## src/rtl/fp16_pkg.sv

```systemverilog
// Shared FP16 constants, sign helper and accumulator state type.
package fp16_pkg;
  localparam int FP16_W = 16;
  localparam int EXP_W  = 5;
  localparam int MAN_W  = 10;

  localparam logic [FP16_W-1:0] FP16_ZERO    = 16'h0000;
  localparam logic [FP16_W-1:0] FP16_QNAN    = 16'h7E00;
  localparam logic [EXP_W-1:0]  EXP_ALL_ONES = 5'h1F;

  typedef enum logic {
    ACCUM = 1'b0,
    DONE  = 1'b1
  } acc_state_t;

  function automatic logic [FP16_W-1:0] sign_flip(
    input logic [FP16_W-1:0] x,
    input logic              flip
  );
    return {x[FP16_W-1] ^ flip, x[FP16_W-2:0]};
  endfunction
endpackage

```

## src/rtl/fpadder.sv

```systemverilog
// Combinational binary16 adder/subtractor, round-to-nearest-even.
// Handles subnormals; Inf passes through, invalid ops give a quiet NaN.
module fpadder
  import fp16_pkg::*;
(
  input  logic [FP16_W-1:0] a,
  input  logic [FP16_W-1:0] b,
  input  logic              sub,
  output logic [FP16_W-1:0] s
);
  logic              sa, sb, sx, sy, swap;
  logic              a_nan, b_nan, a_inf, b_inf;
  logic [EXP_W-1:0]  ea, eb, ex, ey, d, lz, ls, ef;
  logic [MAN_W:0]    fa, fb, fx, fy;
  logic [26:0]       sh;
  logic [14:0]       mx, my, r, rnd;
  logic [13:0]       n;
  logic [EXP_W:0]    en;
  logic              up, zs;

  always_comb begin
    sa    = a[15];
    sb    = b[15] ^ sub;
    a_inf = (a[14:10] == EXP_ALL_ONES) && (a[9:0] == '0);
    b_inf = (b[14:10] == EXP_ALL_ONES) && (b[9:0] == '0);
    a_nan = (a[14:10] == EXP_ALL_ONES) && (a[9:0] != '0);
    b_nan = (b[14:10] == EXP_ALL_ONES) && (b[9:0] != '0);
    ea    = (a[14:10] == '0) ? 5'd1 : a[14:10];
    eb    = (b[14:10] == '0) ? 5'd1 : b[14:10];
    fa    = {|a[14:10], a[9:0]};
    fb    = {|b[14:10], b[9:0]};
    swap  = b[14:0] > a[14:0];
    sx    = swap ? sb : sa;
    sy    = swap ? sa : sb;
    ex    = swap ? eb : ea;
    ey    = swap ? ea : eb;
    fx    = swap ? fb : fa;
    fy    = swap ? fa : fb;
    d     = ex - ey;
    // guard, round and sticky bits sit below the aligned mantissa
    sh    = {fy, 16'b0} >> d;
    mx    = {1'b0, fx, 3'b000};
    my    = {1'b0, sh[26:14], sh[13] | (|sh[12:0])};
    r     = (sx == sy) ? mx + my : mx - my;
    lz    = 5'd14;
    for (int i = 0; i <= 13; i++) begin
      if (r[i]) lz = 5'(13 - i);
    end
    ls = (lz > ex - 5'd1) ? ex - 5'd1 : lz;
    if (r[14]) begin
      n  = {r[14:2], r[1] | r[0]};
      en = {1'b0, ex} + 6'd1;
    end else begin
      n  = r[13:0] << ls;
      en = {1'b0, ex} - {1'b0, ls};
    end
    up  = n[2] & (n[1] | n[0] | n[3]);
    ef  = n[13] ? en[4:0] : 5'd0;
    rnd = {ef, n[12:3]} + {14'b0, up};
    zs  = (sx == sy) ? sx : 1'b0;
    if (a_nan || b_nan || (a_inf && b_inf && (sa != sb))) s = FP16_QNAN;
    else if (a_inf)                                    s = a;
    else if (b_inf)                                    s = {sb, 15'h7C00};
    else if (en >= 6'd31)                              s = {sx, 15'h7C00};
    else if (r == '0)                                  s = {zs, 15'h0000};
    else                                               s = {sx, rnd};
  end
endmodule

```

## src/rtl/fp16_accumulator.sv

```systemverilog
// Streaming FP16 accumulator: folds a valid/ready operand stream into
// one running sum and hands out sum, count and overflow flag.
module fp16_accumulator
  import fp16_pkg::*;
#(
  parameter int CNT_W = 8
)(
  input  logic              clk,
  input  logic              rst,
  input  logic              in_valid,
  output logic              in_ready,
  input  logic [FP16_W-1:0] in_data,
  input  logic              in_sub,
  input  logic              in_last,
  output logic              out_valid,
  input  logic              out_ready,
  output logic [FP16_W-1:0] out_sum,
  output logic [CNT_W-1:0]  out_count,
  output logic              out_inf
);
  acc_state_t        state_q;
  logic [FP16_W-1:0] acc_q, acc_d, sum_w;
  logic [CNT_W-1:0]  count_q, count_d;
  logic              inf_q, first_q;

  fpadder u_add (
    .a   (acc_q),
    .b   (in_data),
    .sub (in_sub),
    .s   (sum_w)
  );

  // first operand bypasses the adder so no -0 or 0+x artefacts appear
  assign acc_d   = first_q ? sign_flip(in_data, in_sub) : sum_w;
  assign count_d = (count_q == '1) ? count_q : count_q + CNT_W'(1);

  always_ff @(posedge clk) begin
    if (rst) begin
      state_q <= ACCUM;
      acc_q   <= FP16_ZERO;
      count_q <= '0;
      inf_q   <= 1'b0;
      first_q <= 1'b1;
    end else begin
      unique case (state_q)
        ACCUM: if (in_valid) begin
          acc_q   <= acc_d;
          count_q <= count_d;
          inf_q   <= inf_q | (acc_d[14:10] == EXP_ALL_ONES);
          first_q <= 1'b0;
          if (in_last) state_q <= DONE;
        end
        DONE: if (out_ready) begin
          state_q <= ACCUM;
          acc_q   <= FP16_ZERO;
          count_q <= '0;
          inf_q   <= 1'b0;
          first_q <= 1'b1;
        end
      endcase
    end
  end

  assign in_ready  = (state_q == ACCUM);
  assign out_valid = (state_q == DONE);
  assign out_sum   = acc_q;
  assign out_count = count_q;
  assign out_inf   = inf_q;
endmodule
```

## config.mk

```make
export PLATFORM = sky130hd
export DESIGN_NAME = fp16_accumulator
export DESIGN_NICKNAME = d
export VERILOG_FILES = /design/src/rtl/fp16_pkg.sv /design/src/rtl/fpadder.sv /design/src/rtl/fp16_accumulator.sv
export SDC_FILE = /design/constraint.sdc
export NUM_CORES = 1
export LEC_CHECK = 0
export BUFFER_PORTS_ARGS = -buffer_cell sky130_fd_sc_hd__buf_4
export CORE_AREA = 2 2 134 136
export CTS_CLUSTER_DIAMETER = 100
export DETAILED_ROUTE_END_ITERATION = 10
export DIE_AREA = 0 0 136 138
export GPL_ROUTABILITY_DRIVEN = 0
export SLEW_MARGIN = 25
export SYNTH_ARGS = -nofsm -noshare
export SYNTH_HDL_FRONTEND = slang
export SYNTH_SLANG_ARGS = --single-unit
```

## constraint.sdc

```tcl
create_clock -name clk -period 16.3 [get_ports clk]
set_input_delay 2.445 -clock clk [delete_from_list [all_inputs] [get_ports clk]]
set_output_delay 2.445 -clock clk [all_outputs]
set_load 0.01 [all_outputs]
```

==> results by group <==
GRT
  • Initial antenna violation count: 0
  • Largest net degree at the start of global routing: 24
  • Vias in the first global route: 8,356
  • Total global routing overflow: 0
  • Total track usage: 0.293
  • First-pass GRT wire length: 45,100 um

Place
  • Placed Area: 8250 um2
  • Number of buffers added on ports: 48
  • HPWL Detailed: 22,300 um
  • Dpl ws: 0.00746 ns

Synthesis
  • Cell count after synthesis: 1,115
  • Seq/Total Area, Yosys: 0.0709
  • Synth unique cells: 108
  • Share of the synthesized area in the top cell type: 0.0902
  • Yosys top cell by area: ha_1
  • Mapped Area: 7630 um2
  • Post-Synth Simple-Gate Area: 0.303
  • Mean Syn Cell Area: 6.84 um2
  • Largest family of logic cells by synthesized area: compound AO/OA/AOI/OAI gates
  • Post-synthesis adder-cell area fraction: 0.0955
  • Most used DFF post-synth: dfxtp_1
  • Synth Area in Compound Gates: 0.390
  • Number of synthesized flops with an enable pin: 0
  • Yosys Warn Count: 0
  • Syn nets: 1,194
  • Ys async rst share: 0
  • #FFs+latches synth: 27
  • Xor/xnor share of the synthesized area: 0.0505
  • Proportion of synthesized area in mux cells: 0.0246
  • Leading post-synthesis cells by cell area: ha_1 9.0%, dfxtp_1 7.1%, a21oi_1 6.2%

Critical path
  • CP Capture Type: flop
  • Critical path class: in -> reg
  • Crit-path leading delay family: compound AO/OA/AOI/OAI gates
  • Critical path's most frequent cell: ha_1
  • Crit path arrival time: 15.52 ns
  • WP buf/inv: 7
  • Crit path launch type: input pin
  • Worst Path Max Fanout: 20
  • Slowest CP cell: fa_1
  • Worst EP required: 16.50 ns
  • Crit-path max cell delay: 0.48 ns

Timing
  • Final Skew: 0.00516 ns
  • Tcrit/Tclk final: 0.940
  • Worst hold margin: 0.463 ns
  • Max-Slew Margin vs Limit: 0.394
  • Worst slew pin tran: 0.908 ns
  • Final setup fails: 0
  • Max-slew violations: 0
  • Final Worst Setup Slack: 0.986 ns
  • Final hold violation count: 0
  • Final min period: 15.31 ns
  • Fmax: 65.3 MHz

Route
  • Initial DRC Count: 1,075
  • Antenna-violating nets left: 0
  • Initial DRT Pass Iterations: 8
  • DR vias/cell: 6.68
  • WL per Instance: 20.5 um
  • DRC: 0
  • Final wirelength: 28,200 um
  • Vias: 9,184

Clock tree
  • H-tree lvl count: 1
  • CTS tree: yes
  • Root Driver: clkbuf_16
  • Clock Latency Late Sink: 0.27 ns
  • # clock sinks: 27
  • Clock slew at reported path FFs: 0.07 ns
  • TritonCTS Buffers: 3
  • Worst-case clock buffer depth: 2
  • # hold bufs at CTS: 0

Floorplanning
  • DIE WIDTH: 136 um
  • DIE AREA: 18,800 um2
  • Chip height: 138 um
  • Initial Util: 0.435
  • Core area: 17,500 um2
  • I/O pin count: 49
  • # rows: 49

Layout
  • Antenna diodes: 0
  • Area grow syn2layout: 9.99%
  • Commonest non-fill, non-tap cell in the layout: nor2_1
  • Final instance area: 8390 um2
  • Commonest non-fill, non-tap cells in the layout: 112 x nor2_1, 111 x nand2_1, 93 x a21oi_1, 82 x buf_4, 60 x inv_1
  • Layout Nets: 1,226
  • Share of post-route cells with drive strength above 1: 0.135

Run
  • Max-cap viol count: 0

Status
  • Outcome: complete, no violations

Hold path
  • Hold Path Class: reg -> reg
==> path summary, 6_finish.rpt <==
check	from	to	slack, ns	cells past startpoint
max	in_data[6]	out_sum[8]	0.99	62
min	out_inf	out_inf	0.46	2
max reg2reg	out_sum[14]	out_sum[8]	2.67	62
min reg2reg	out_inf	out_inf	0.46	2
==> per-layer routing <==
layer	part of all wire	GRT usage	vias to the layer above
li1	-	-	4328
met1	0.44	0.421	4180
met2	0.42	0.442	564
met3	0.095	0.0352	112
met4	0.043	0.113	0
met5	0	0	-
==> kinds of logic after synthesis <==
logic type,count (synthesis)
compound gates,397
xor+xnor,44
fa+ha+maj,57
buf+inv,119
flops,27
mux,18
simple gates,453
==> area by class of cell <==
type / count / area (um2)
Clock inverter: 1 / 7.51
Multi-Input combinational cell: 969 / 6620
Timing Repair Buffer: 82 / 616
Clock buffer: 3 / 75.1
Sequential cell: 27 / 541
Fill cell: 1846 / 9150
Inverter: 64 / 240
Tap cell: 229 / 287
==> metrics by stage <==
step | setup TNS [ns] | utilization | std cells
4_1_cts | 0 | 0.475 | 1373
3_5_place_dp | 0 | 0.471 | 1369
3_3_place_gp | 0 | 0.471 | 1369
6_report | 0 | 0.478 | 1375
2_1_floorplan | 0 | - | 1115
5_1_grt | -0.0329 | 0.478 | 1375
==> what timing repair did <==
| action | in CTS | in global routing |
|---|---|---|
| gates resized for setup | 0 | 8 |
| buffers inserted | 0 | 2 |
| endpoints found under the setup margin | 0 | 17 |
==> sequential cells by signal, indices dropped and copies added, names as in the netlist <==
| signal | count |
|---|---|
| out_sum | 16 |
| out_count | 8 |
| first_q | 1 |
| out_inf | 1 |
| out_valid | 1 |
==> synthesized netlist by cell type, drive strengths merged (22+ instances only) <==
library cell  number
clkbuf            34
nor3              36
a21oi             96
nor2             117
nand2            111
o21ai             70
nand2b            22
a211oi            23
dfxtp             27
nand4             24
nand3             44
ha                55
xnor2             31
inv               63
==> worst min-delay path: stages, from the launching register on <==
cell	delay (ns)
dfxtp_1	0.32
inv_1	0.05
o32ai_1	0.05
Power is left out: the tool's default activity adds up to more than one toggle a clock period on the data nets, which glitch-free logic cannot reach.
